### src/rtl/link_pkg.sv
// Shared types and default constants for the UART framing link.
package link_pkg;

  typedef enum logic [2:0] {
    ST_IDLE,
    ST_RX,
    ST_TX_START,
    ST_TX_WAIT,
    ST_TX_HOLD
  } link_state_t;

  localparam int unsigned REPEAT_BYTE = 0;
  localparam int unsigned REPEAT_WORD = 1;

  localparam int unsigned DEF_RX_BYTES       = 76;
  localparam int unsigned DEF_TX_WORD_BYTES  = 4;
  localparam int unsigned DEF_TX_REPEAT      = 4;
  localparam int unsigned DEF_REPEAT_MODE    = REPEAT_BYTE;
  localparam int unsigned DEF_TIMEOUT_CYCLES = 200_000;

endpackage

### src/rtl/tx_byte_seq.sv
// Maps an outbound sequence index to the word byte it transmits.
module tx_byte_seq
  import link_pkg::*;
#(
  parameter int unsigned WORD_BYTES = DEF_TX_WORD_BYTES,
  parameter int unsigned REPEAT     = DEF_TX_REPEAT,
  parameter int unsigned MODE       = DEF_REPEAT_MODE,
  parameter int unsigned IDX_W      = 5
) (
  input  logic [WORD_BYTES*8-1:0] word_i,
  input  logic [IDX_W-1:0]        idx_i,
  output logic [7:0]              byte_o
);

  always_comb begin
    int unsigned sel;
    sel = 0;
    if (MODE == REPEAT_WORD) begin
      sel = 32'(idx_i) % WORD_BYTES;
    end else begin
      sel = 32'(idx_i) / REPEAT;
    end
    byte_o = word_i[8*sel +: 8];
  end

endmodule

### src/rtl/uart_frame_link.sv
// Byte-stream framing engine: assembles inbound frames from uart_rx bytes and
// serialises an outbound word to uart_tx with configurable redundancy.
module uart_frame_link
  import link_pkg::*;
#(
  parameter int unsigned RX_BYTES       = DEF_RX_BYTES,
  parameter int unsigned TX_WORD_BYTES  = DEF_TX_WORD_BYTES,
  parameter int unsigned TX_REPEAT      = DEF_TX_REPEAT,
  parameter int unsigned REPEAT_MODE    = DEF_REPEAT_MODE,
  parameter int unsigned TIMEOUT_CYCLES = DEF_TIMEOUT_CYCLES
) (
  input  logic                       clk,
  input  logic                       rst_i,
  input  logic                       rx_enable,
  input  logic                       rx_valid,
  input  logic [7:0]                 rx_byte,
  output logic [RX_BYTES*8-1:0]      frame_o,
  output logic                       frame_valid,
  output logic                       frame_done,
  output logic                       frame_abort,
  input  logic                       tx_enable,
  input  logic [TX_WORD_BYTES*8-1:0] tx_word,
  output logic                       tx_dv,
  output logic [7:0]                 tx_byte,
  input  logic                       tx_done,
  output logic                       send_done
);

  localparam int unsigned N     = TX_WORD_BYTES * TX_REPEAT;
  localparam int unsigned RXC_W = $clog2(RX_BYTES + 1);
  localparam int unsigned IDX_W = $clog2(N + 1);
  localparam int unsigned TO_W  = (TIMEOUT_CYCLES > 0) ? $clog2(TIMEOUT_CYCLES + 1) : 1;

  localparam logic [RXC_W-1:0] RX_LAST  = RXC_W'(RX_BYTES - 1);
  localparam logic [IDX_W-1:0] IDX_LAST = IDX_W'(N - 1);
  localparam logic [TO_W-1:0]  TO_LAST  = TO_W'(TIMEOUT_CYCLES - 1);

  link_state_t                state_q, state_d;
  logic [RXC_W-1:0]           rx_count_q, rx_count_d;
  logic [TO_W-1:0]            to_cnt_q, to_cnt_d;
  logic [IDX_W-1:0]           tx_idx_q, tx_idx_d;
  logic [TX_WORD_BYTES*8-1:0] word_q, word_d;
  logic [RX_BYTES*8-1:0]      shadow_q, shadow_d;
  logic [RX_BYTES*8-1:0]      frame_q, frame_d;
  logic                       frame_valid_q, frame_valid_d;
  logic                       frame_done_q, frame_done_d;
  logic                       frame_abort_q, frame_abort_d;
  logic                       tx_dv_q, tx_dv_d;
  logic [7:0]                 tx_byte_q, tx_byte_d;
  logic                       send_done_q, send_done_d;
  logic [7:0]                 seq_byte;

  tx_byte_seq #(
    .WORD_BYTES (TX_WORD_BYTES),
    .REPEAT     (TX_REPEAT),
    .MODE       (REPEAT_MODE),
    .IDX_W      (IDX_W)
  ) u_seq (
    .word_i (word_q),
    .idx_i  (tx_idx_q),
    .byte_o (seq_byte)
  );

  always_comb begin
    int unsigned wr_idx;
    wr_idx        = 32'(rx_count_q);
    state_d       = state_q;
    rx_count_d    = rx_count_q;
    to_cnt_d      = to_cnt_q;
    tx_idx_d      = tx_idx_q;
    word_d        = word_q;
    shadow_d      = shadow_q;
    frame_d       = frame_q;
    frame_valid_d = frame_valid_q;
    frame_done_d  = 1'b0;
    frame_abort_d = 1'b0;
    tx_dv_d       = 1'b0;
    tx_byte_d     = tx_byte_q;
    send_done_d   = 1'b0;

    unique case (state_q)
      ST_IDLE: begin
        if (rx_enable) begin
          state_d    = ST_RX;
          rx_count_d = '0;
          to_cnt_d   = '0;
        end else if (tx_enable) begin
          state_d  = ST_TX_START;
          word_d   = tx_word;
          tx_idx_d = '0;
        end
      end
      ST_RX: begin
        if (!rx_enable) begin
          state_d    = ST_IDLE;
          rx_count_d = '0;
          to_cnt_d   = '0;
        end else if (rx_valid) begin
          // A byte in the expiry cycle wins over the timeout.
          shadow_d[8*wr_idx +: 8] = rx_byte;
          to_cnt_d                = '0;
          if (rx_count_q == RX_LAST) begin
            frame_d       = shadow_d;
            rx_count_d    = '0;
            frame_done_d  = 1'b1;
            frame_valid_d = 1'b1;
          end else begin
            rx_count_d = rx_count_q + 1'b1;
          end
        end else if (TIMEOUT_CYCLES != 0 && rx_count_q != '0) begin
          if (to_cnt_q == TO_LAST) begin
            rx_count_d    = '0;
            to_cnt_d      = '0;
            frame_abort_d = 1'b1;
          end else begin
            to_cnt_d = to_cnt_q + 1'b1;
          end
        end
      end
      ST_TX_START: begin
        tx_dv_d   = 1'b1;
        tx_byte_d = seq_byte;
        state_d   = ST_TX_WAIT;
      end
      ST_TX_WAIT: begin
        if (tx_done) begin
          if (tx_idx_q != IDX_LAST) begin
            tx_idx_d = tx_idx_q + 1'b1;
            state_d  = ST_TX_START;
          end else begin
            send_done_d = 1'b1;
            state_d     = ST_TX_HOLD;
          end
        end
      end
      ST_TX_HOLD: begin
        if (!tx_enable) begin
          state_d = ST_IDLE;
        end
      end
      default: state_d = ST_IDLE;
    endcase
  end

  always_ff @(posedge clk) begin
    if (rst_i) begin
      state_q       <= ST_IDLE;
      rx_count_q    <= '0;
      to_cnt_q      <= '0;
      tx_idx_q      <= '0;
      word_q        <= '0;
      shadow_q      <= '0;
      frame_q       <= '0;
      frame_valid_q <= 1'b0;
      frame_done_q  <= 1'b0;
      frame_abort_q <= 1'b0;
      tx_dv_q       <= 1'b0;
      tx_byte_q     <= '0;
      send_done_q   <= 1'b0;
    end else begin
      state_q       <= state_d;
      rx_count_q    <= rx_count_d;
      to_cnt_q      <= to_cnt_d;
      tx_idx_q      <= tx_idx_d;
      word_q        <= word_d;
      shadow_q      <= shadow_d;
      frame_q       <= frame_d;
      frame_valid_q <= frame_valid_d;
      frame_done_q  <= frame_done_d;
      frame_abort_q <= frame_abort_d;
      tx_dv_q       <= tx_dv_d;
      tx_byte_q     <= tx_byte_d;
      send_done_q   <= send_done_d;
    end
  end

  assign frame_o     = frame_q;
  assign frame_valid = frame_valid_q;
  assign frame_done  = frame_done_q;
  assign frame_abort = frame_abort_q;
  assign tx_dv       = tx_dv_q;
  assign tx_byte     = tx_byte_q;
  assign send_done   = send_done_q;

endmodule

### config.mk
export PLATFORM = sky130hd
export DESIGN_NAME = uart_frame_link
export DESIGN_NICKNAME = d
export VERILOG_FILES = /design/src/rtl/link_pkg.sv /design/src/rtl/tx_byte_seq.sv /design/src/rtl/uart_frame_link.sv
export SDC_FILE = /design/constraint.sdc
export NUM_CORES = 2
export LEC_CHECK = 0
export CAP_MARGIN = 5
export CORE_MARGIN = 1.5
export CORE_UTILIZATION = 45
export DETAILED_ROUTE_END_ITERATION = 7
export PLACE_DENSITY = 0.64
export SETUP_SLACK_MARGIN = 0.1
export SLEW_MARGIN = 20
export SYNTH_ARGS = -nofsm -noshare
export SYNTH_HDL_FRONTEND = slang
export SYNTH_HIERARCHICAL = 1
export SYNTH_SLANG_ARGS = --single-unit
export TNS_END_PERCENT = 20
### constraint.sdc
create_clock -name clk -period 4.49 [get_ports clk]
set_clock_uncertainty 0.2 [all_clocks]
set_input_delay 0.449 -clock clk [delete_from_list [all_inputs] [get_ports clk]]
set_output_delay 0.449 -clock clk [all_outputs]
set_load 0.01 [all_outputs]
Yosys cells after proc, flatten, opt, wreduce, memory -nomap -nowiden
Cells that the tools add are included.

cells by class
  add/subtract/negate cells = 4
  reductions and logical operators = 14
  magnitude comparators = 0
  equal/unequal tests = 17
  mux-type cells = 30
  bitwise operators = 6
  divide/modulo/power cells = 0
  shift-type cells = 3
  $mul = 0

operator list
  operator                  count
  $bwmux 608                1
  $shift 8x34->608 const A  1
  $shiftx 8x34->608         1
  $mux 18                   5
  $mux 7                    6
  $pmux 18 s2               1
  $neg 10->34               1
  $shiftx 32x7->8           1
  $mux 5                    4
  $add 18x1->18 const B     1
  $eq 18x18->1 const B      1
  $mux 3                    6
  $pmux 3 s5                1
  $ne 2x2->1 const B        7
  $pmux 7 s2                1
  $reduce_and 4->1          3
  $pmux 5 s2                1
  $reduce_and 3->1          3
  $ne 4x4->1 const B        2
  $add 7x1->7 const B       1
  $eq 7x7->1 const B        1
  $reduce_bool 7->1         1
  $eq 3x2->1 const B        2
  $not 1->1                 6
  12 further kinds          16

storage, ports and cells
  bits in latches = 0
  RAM bits = 0
  logic and storage cells = 87
  input bits = 46
  bits in read-only memories = 0
  memories kept = 0
  output and inout bits = 621
  flip-flop bits (word level) = 1,294

Depth between registers and ports, before layout
  depth in word-level cells = 6
  mapped depth = 18
  gate-level depth less buffers = 10

By module
Netlist, hierarchy kept.

modules (own cells, without submodules)
  module           cells an instance  times used  area each (µm²)  sequential area each (µm²)
  uart_frame_link  6,289              1           50,737.4         25,904.8
  tx_byte_seq      30                 1           262.8            0.0

Worst setup path before layout
Ideal clock, no wire load.

  kind = flip-flop to flip-flop
  start point = register rx_count_q[0]
  end point = register shadow_q[158]
  data arrival time = 3,597 ps
  required time = 4,220 ps
  path slack = 623 ps
  clock period less this slack = 3,867 ps
  stages on the path, launching flop included = 16
  setup time = 70 ps
  path buffers = 5
  cell sequence = dfxtp_1 buf_2 buf_2 inv_1 ha_1 buf_2 nor3b_1 and3_1 ha_1 buf_1 inv_1 a31oi_1 o211ai_1 clkbuf_1 or4_1 a21oi_1

on the way
  cells in the longest elaborated chain, start to end = 3
  elaborated cells between the ends (all ways) = 4
  classes of those cells = add/sub: 1; shift: 2; mux: 1

RTL lines
  item                                                   RTL line                text
  start: declaration                                     uart_frame_link.sv:39   logic [RXC_W-1:0] rx_count_q, rx_count_d;
  start signal: assignment                               uart_frame_link.sv:162  rx_count_q <= rx_count_d;
  $neg 10->34 (*)                                        uart_frame_link.sv:100  shadow_d[8*wr_idx +: 8] = rx_byte;
  $shiftx 8x34->608 or $shift 8x34->608 (tied branches)  uart_frame_link.sv:100
  $bwmux 608 (*)                                         uart_frame_link.sv:100
  end signal: assignment                                 uart_frame_link.sv:166  shadow_q <= shadow_d;
  end: declaration                                       uart_frame_link.sv:43   logic [RX_BYTES*8-1:0] shadow_q, shadow_d;

Every way passes the cells marked *; elsewhere a longest branch is shown, timed or not.
A chain may end at the register's enable or synchronous reset.

Final worst setup path
  start point = register rx_count_q[1]
  end point = register shadow_q[410]

Same word-level chain as after synthesis.

==> reports/results.tsv <==
stage	metric	value	unit
sta	headroom to the max-slew limit	0.227	
finish	Fill cells	10300	
floorplan	chip width	340	µm
finish	Layout Utilization	0.567	
global_route	Total GRT Usage	0.322	
global_route	vias in the first global route	44500	
logic_synthesis	Synth Flop Type	dfxtp_1	
clock_tree	Worst-Skew Late Latency	0.77	ns
pwr	Internal	18600	µW
worst_setup_path	Reg2Reg Depth	10	
pwr	Seq pwr share	0.480	
sta	endpoints failing hold	0	
pwr	Psw	5350	µW
routing	Antenna Nets Post-Route	0	
placement	HPWL Detailed	127000	µm
logic_synthesis	synthesized netlist cell count	6319	
worst_setup_path	CP Class	reg2reg	
logic_synthesis	mapped cell area	0.0510	mm²
logic_synthesis	share of the synthesized area in the top cell type	0.508	
worst_setup_path	Worst Setup SP	rx_count_q[1]	
logic_synthesis	Syn Nets	6371	
logic_synthesis	sequential share of the synthesized area	0.508	
floorplan	die height	340	µm
worst_setup_path	Crit Path Max Fanout	64	
finish	fraction of layout cells with a size suffix above 1	0.0734	
worst_setup_path	Worst Path Arrival	4.48	ns
floorplan	row count	123	
logic_synthesis	Synth area leaders	dfxtp_1 51%, a21oi_1 9.2%, o21ai_0 7.1%, nand2_1 6.5%, nand3_1 4.6%	
finish	Final nets	6723	
pwr	Max IR drop VDD	0.000327	V
hold_path	hold path depth	3	
sta	Max Freq	0.250	GHz
logic_synthesis	count of different cell masters after synthesis	84	
clock_tree	clock-pin slew on the worst setup and hold paths	0.06	ns
finish	Synth-to-Final Area Change	25.1	%
placement	DP Cell Count	8027	
worst_setup_path	reg2reg end	shadow_q[410]	
placement	GP Congestion	0.889	
sta	Final min period	4.01	ns
pwr	switching part of the total	0.223	
routing	final WL	195000	µm
clock_tree	clk sinks	1294	
sta	Worst Max-Slew Pin Slew	1.15	ns
sta	max-slew violation count	0	
clock_tree	setup bufs post-CTS	0	
clock_tree	Max Root-Sink Buffers	3	
pwr	Pwr Density	376	mW/mm²
logic_synthesis	mean post-synth cell area	8.07	µm²
routing	router iterations before antenna repair	5	
run_status	run status	finished, final reports clean	
sta	Tcrit/Tclk final	0.892	
logic_synthesis	yosys warns	6	
routing	Vias	49500	
routing	detailed-route wire length per cell	23.5	µm
sta	RSZ-0062 raised after global routing	no	
placement	IO Port Bufs	666	
floorplan	full die area	0.115	mm²
clock_tree	CTS tree	done	
sta	final-report setup violation count	0	
worst_setup_path	worst reg2reg startpoint	rx_count_q[1]	
clock_tree	root buffer cell	clkbuf_16	
pwr	Comb pwr share	0.031	
flow_run	Max-Cap Viols	0	
floorplan	io pins	667	
routing	ratio of routed vias to standard cells	5.98	
global_route	first-pass GRT wire length	288000	µm
global_route	largest net degree at the start of global routing	232	
routing	DR iter-0 viols	5327	
worst_setup_path	crit start category	flip-flop	
worst_setup_path	crit path to	shadow_q[410]	
sta	setup TNS	0	ns
worst_setup_path	CP endpoint kind	flip-flop	
logic_synthesis	Synth Register Bits	1294	
sta	final hold slack	0.0335	ns
clock_tree	H-tree depth	4	
pwr	Clock Power Share	0.489	
routing	Post-route DRC	0	
clock_tree	Inserted Clock Buffers	140	
worst_setup_path	WP data required	4.97	ns
logic_synthesis	largest area contributor in the netlist	dfxtp_1	
pwr	Leakage Power	0.0198	µW
logic_synthesis	ys async rst share	0	
finish	non-filler cells, final	8280	
global_route	remaining global-route overflow	0	
worst_setup_path	R2R Setup Slk	0.48	ns
floorplan	core area	0.112	mm²
global_route	initial antenna violation count	12	
hold_path	HP Class	in2reg	
pwr	overall power	24000	µW
logic_synthesis	Post-synth EDFFs	0	
floorplan	Initial Util	0.453	
-- how the worst min path moves through the flow --
stage                             start           end
after floorplan            shadow_q[10]   frame_o[10]
after global placement    shadow_q[505]  frame_o[505]
after detailed placement  shadow_q[385]  frame_o[385]
after CTS                   tx_word[10]    word_q[10]
after global routing        tx_word[26]    word_q[26]
final                       tx_word[11]    word_q[11]
-- flip-flops by register name, indices dropped and copies added, names as in the netlist --
register     cells
tx_dv            1
tx_byte          8
frame_done       1
frame_abort      1
state_q          3
to_cnt_q        18
word_q          32
send_done        1
frame_valid      1
tx_idx_q         5
shadow_q       608
frame_o        608
rx_count_q       7
-- critical path, cell delays in order, from the launching register on --
cell,delay [ns]
dfxtp_1,0.62
inv_1,0.12
ha_1,0.21
nor3b_1,0.18
and3_1,0.23
ha_1,0.18
inv_1,0.19
o21ai_4,0.15
or3_2,0.93
nor2_2,0.61
mux2i_1,0.26
-- what timing repair did --
action | in CTS | in global routing
setup endpoints to repair | 0 | 0
gates resized for setup | 0 | 0
hold endpoints to repair | 40 | 0
hold buffers | 1 | 0
-- cells by family (layout without fill, tap and decap cells) --
family | count (synthesis) | in the layout | share of synthesized area
simple gates | 2249 | 2249 | 0.202
compound gates | 1986 | 1986 | 0.215
flops | 1294 | 1294 | 0.508
buf+inv | 676 | 1129 | 0.0530
mux | 83 | 83 | 0.0163
xor+xnor | 25 | 25 | 0.00429
fa+ha+maj | 6 | 6 | 0.00147
other cells | 0 | 8 | 0
-- placed cells by master, fill, tap and decap left out, types with 6 or more instances in the layout --
cell	count
nand4_1	110
nor2_1	387
o211ai_1	31
a2111oi_0	8
buf_12	36
clkbuf_1	37
a311oi_1	84
nand2_1	880
o22ai_1	11
bufinv_16	10
nor2b_1	7
dfxtp_1	1294
a31oi_1	43
clkbuf_8	31
or4_1	29
o41ai_1	9
nand3_1	463
nor3_2	7
buf_4	157
nor4_1	32
xnor2_1	20
or3_1	132
ha_1	6
a31o_2	21
clkdlybuf4s50_1	665
o21ai_0	724
diode_2	8
a211oi_1	76
clkbuf_16	144
nor4_2	7
mux2i_1	83
clkinv_2	14
clkinv_1	8
a21oi_1	941
inv_1	16
nor3_1	126
-- metal layers --
metal	track usage	wire [µm]	up-vias
li1	-	-	23000
met1	0.454	85500	24000
met2	0.463	82800	2185
met3	0.0840	18400	375
met4	0.136	7950	4
met5	0	27	-
-- synth_stat cells, types with 9 or more instances --
| cell type | n |
|---|---|
| buf_2 | 88 |
| or3_1 | 136 |
| a211oi_1 | 77 |
| buf_1 | 22 |
| a31o_2 | 21 |
| o21ai_0 | 725 |
| o41ai_1 | 9 |
| xnor2_1 | 22 |
| mux2i_1 | 83 |
| nand4_1 | 110 |
| clkbuf_1 | 530 |
| nor3_1 | 132 |
| a311oi_1 | 84 |
| nor4_1 | 35 |
| a21oi_1 | 941 |
| inv_1 | 16 |
| nand2_1 | 882 |
| a31oi_1 | 43 |
| nor2_1 | 389 |
| nand3_1 | 467 |
| or4_1 | 31 |
| dfxtp_1 | 1294 |
| o22ai_1 | 11 |
| o211ai_1 | 31 |
-- power by group through the flow --
| stage | Combinational [µW] | Sequential (µW) | Clock (µW) |
|---|---|---|---|
| final | 738 | 11500 | 11700 |
| after global routing | 776 | 11500 | 12300 |
| after detailed placement | 715 | 11800 | 0 |
| after global placement | 711 | 11800 | 0 |
| after CTS | 718 | 11500 | 11800 |
| after floorplan | 428 | 11800 | 0 |
-- final cells by class --
cell class              instances  area [µm²]  area share
well taps                    1500        1880      0.0294
multi-input cells            4349       22700       0.355
flip-flops and latches       1294       25900       0.406
clock inverters                31         460     0.00722
inverters                      25        96.3     0.00151
clock buffers                 212        4170      0.0654
repair buffers                861        8590       0.135
diodes                          8        20.0    0.000314
-- through the flow --
step           instance area, µm²  worst slack, ns
4_1_cts                     63700            0.573
6_report                    63800            0.484
3_5_place_dp                59100            0.569
5_1_grt                     63800            0.256
2_1_floorplan               51000            0.623
3_3_place_gp                59100            0.675
Note: power is estimated with default switching activity, not from simulation.
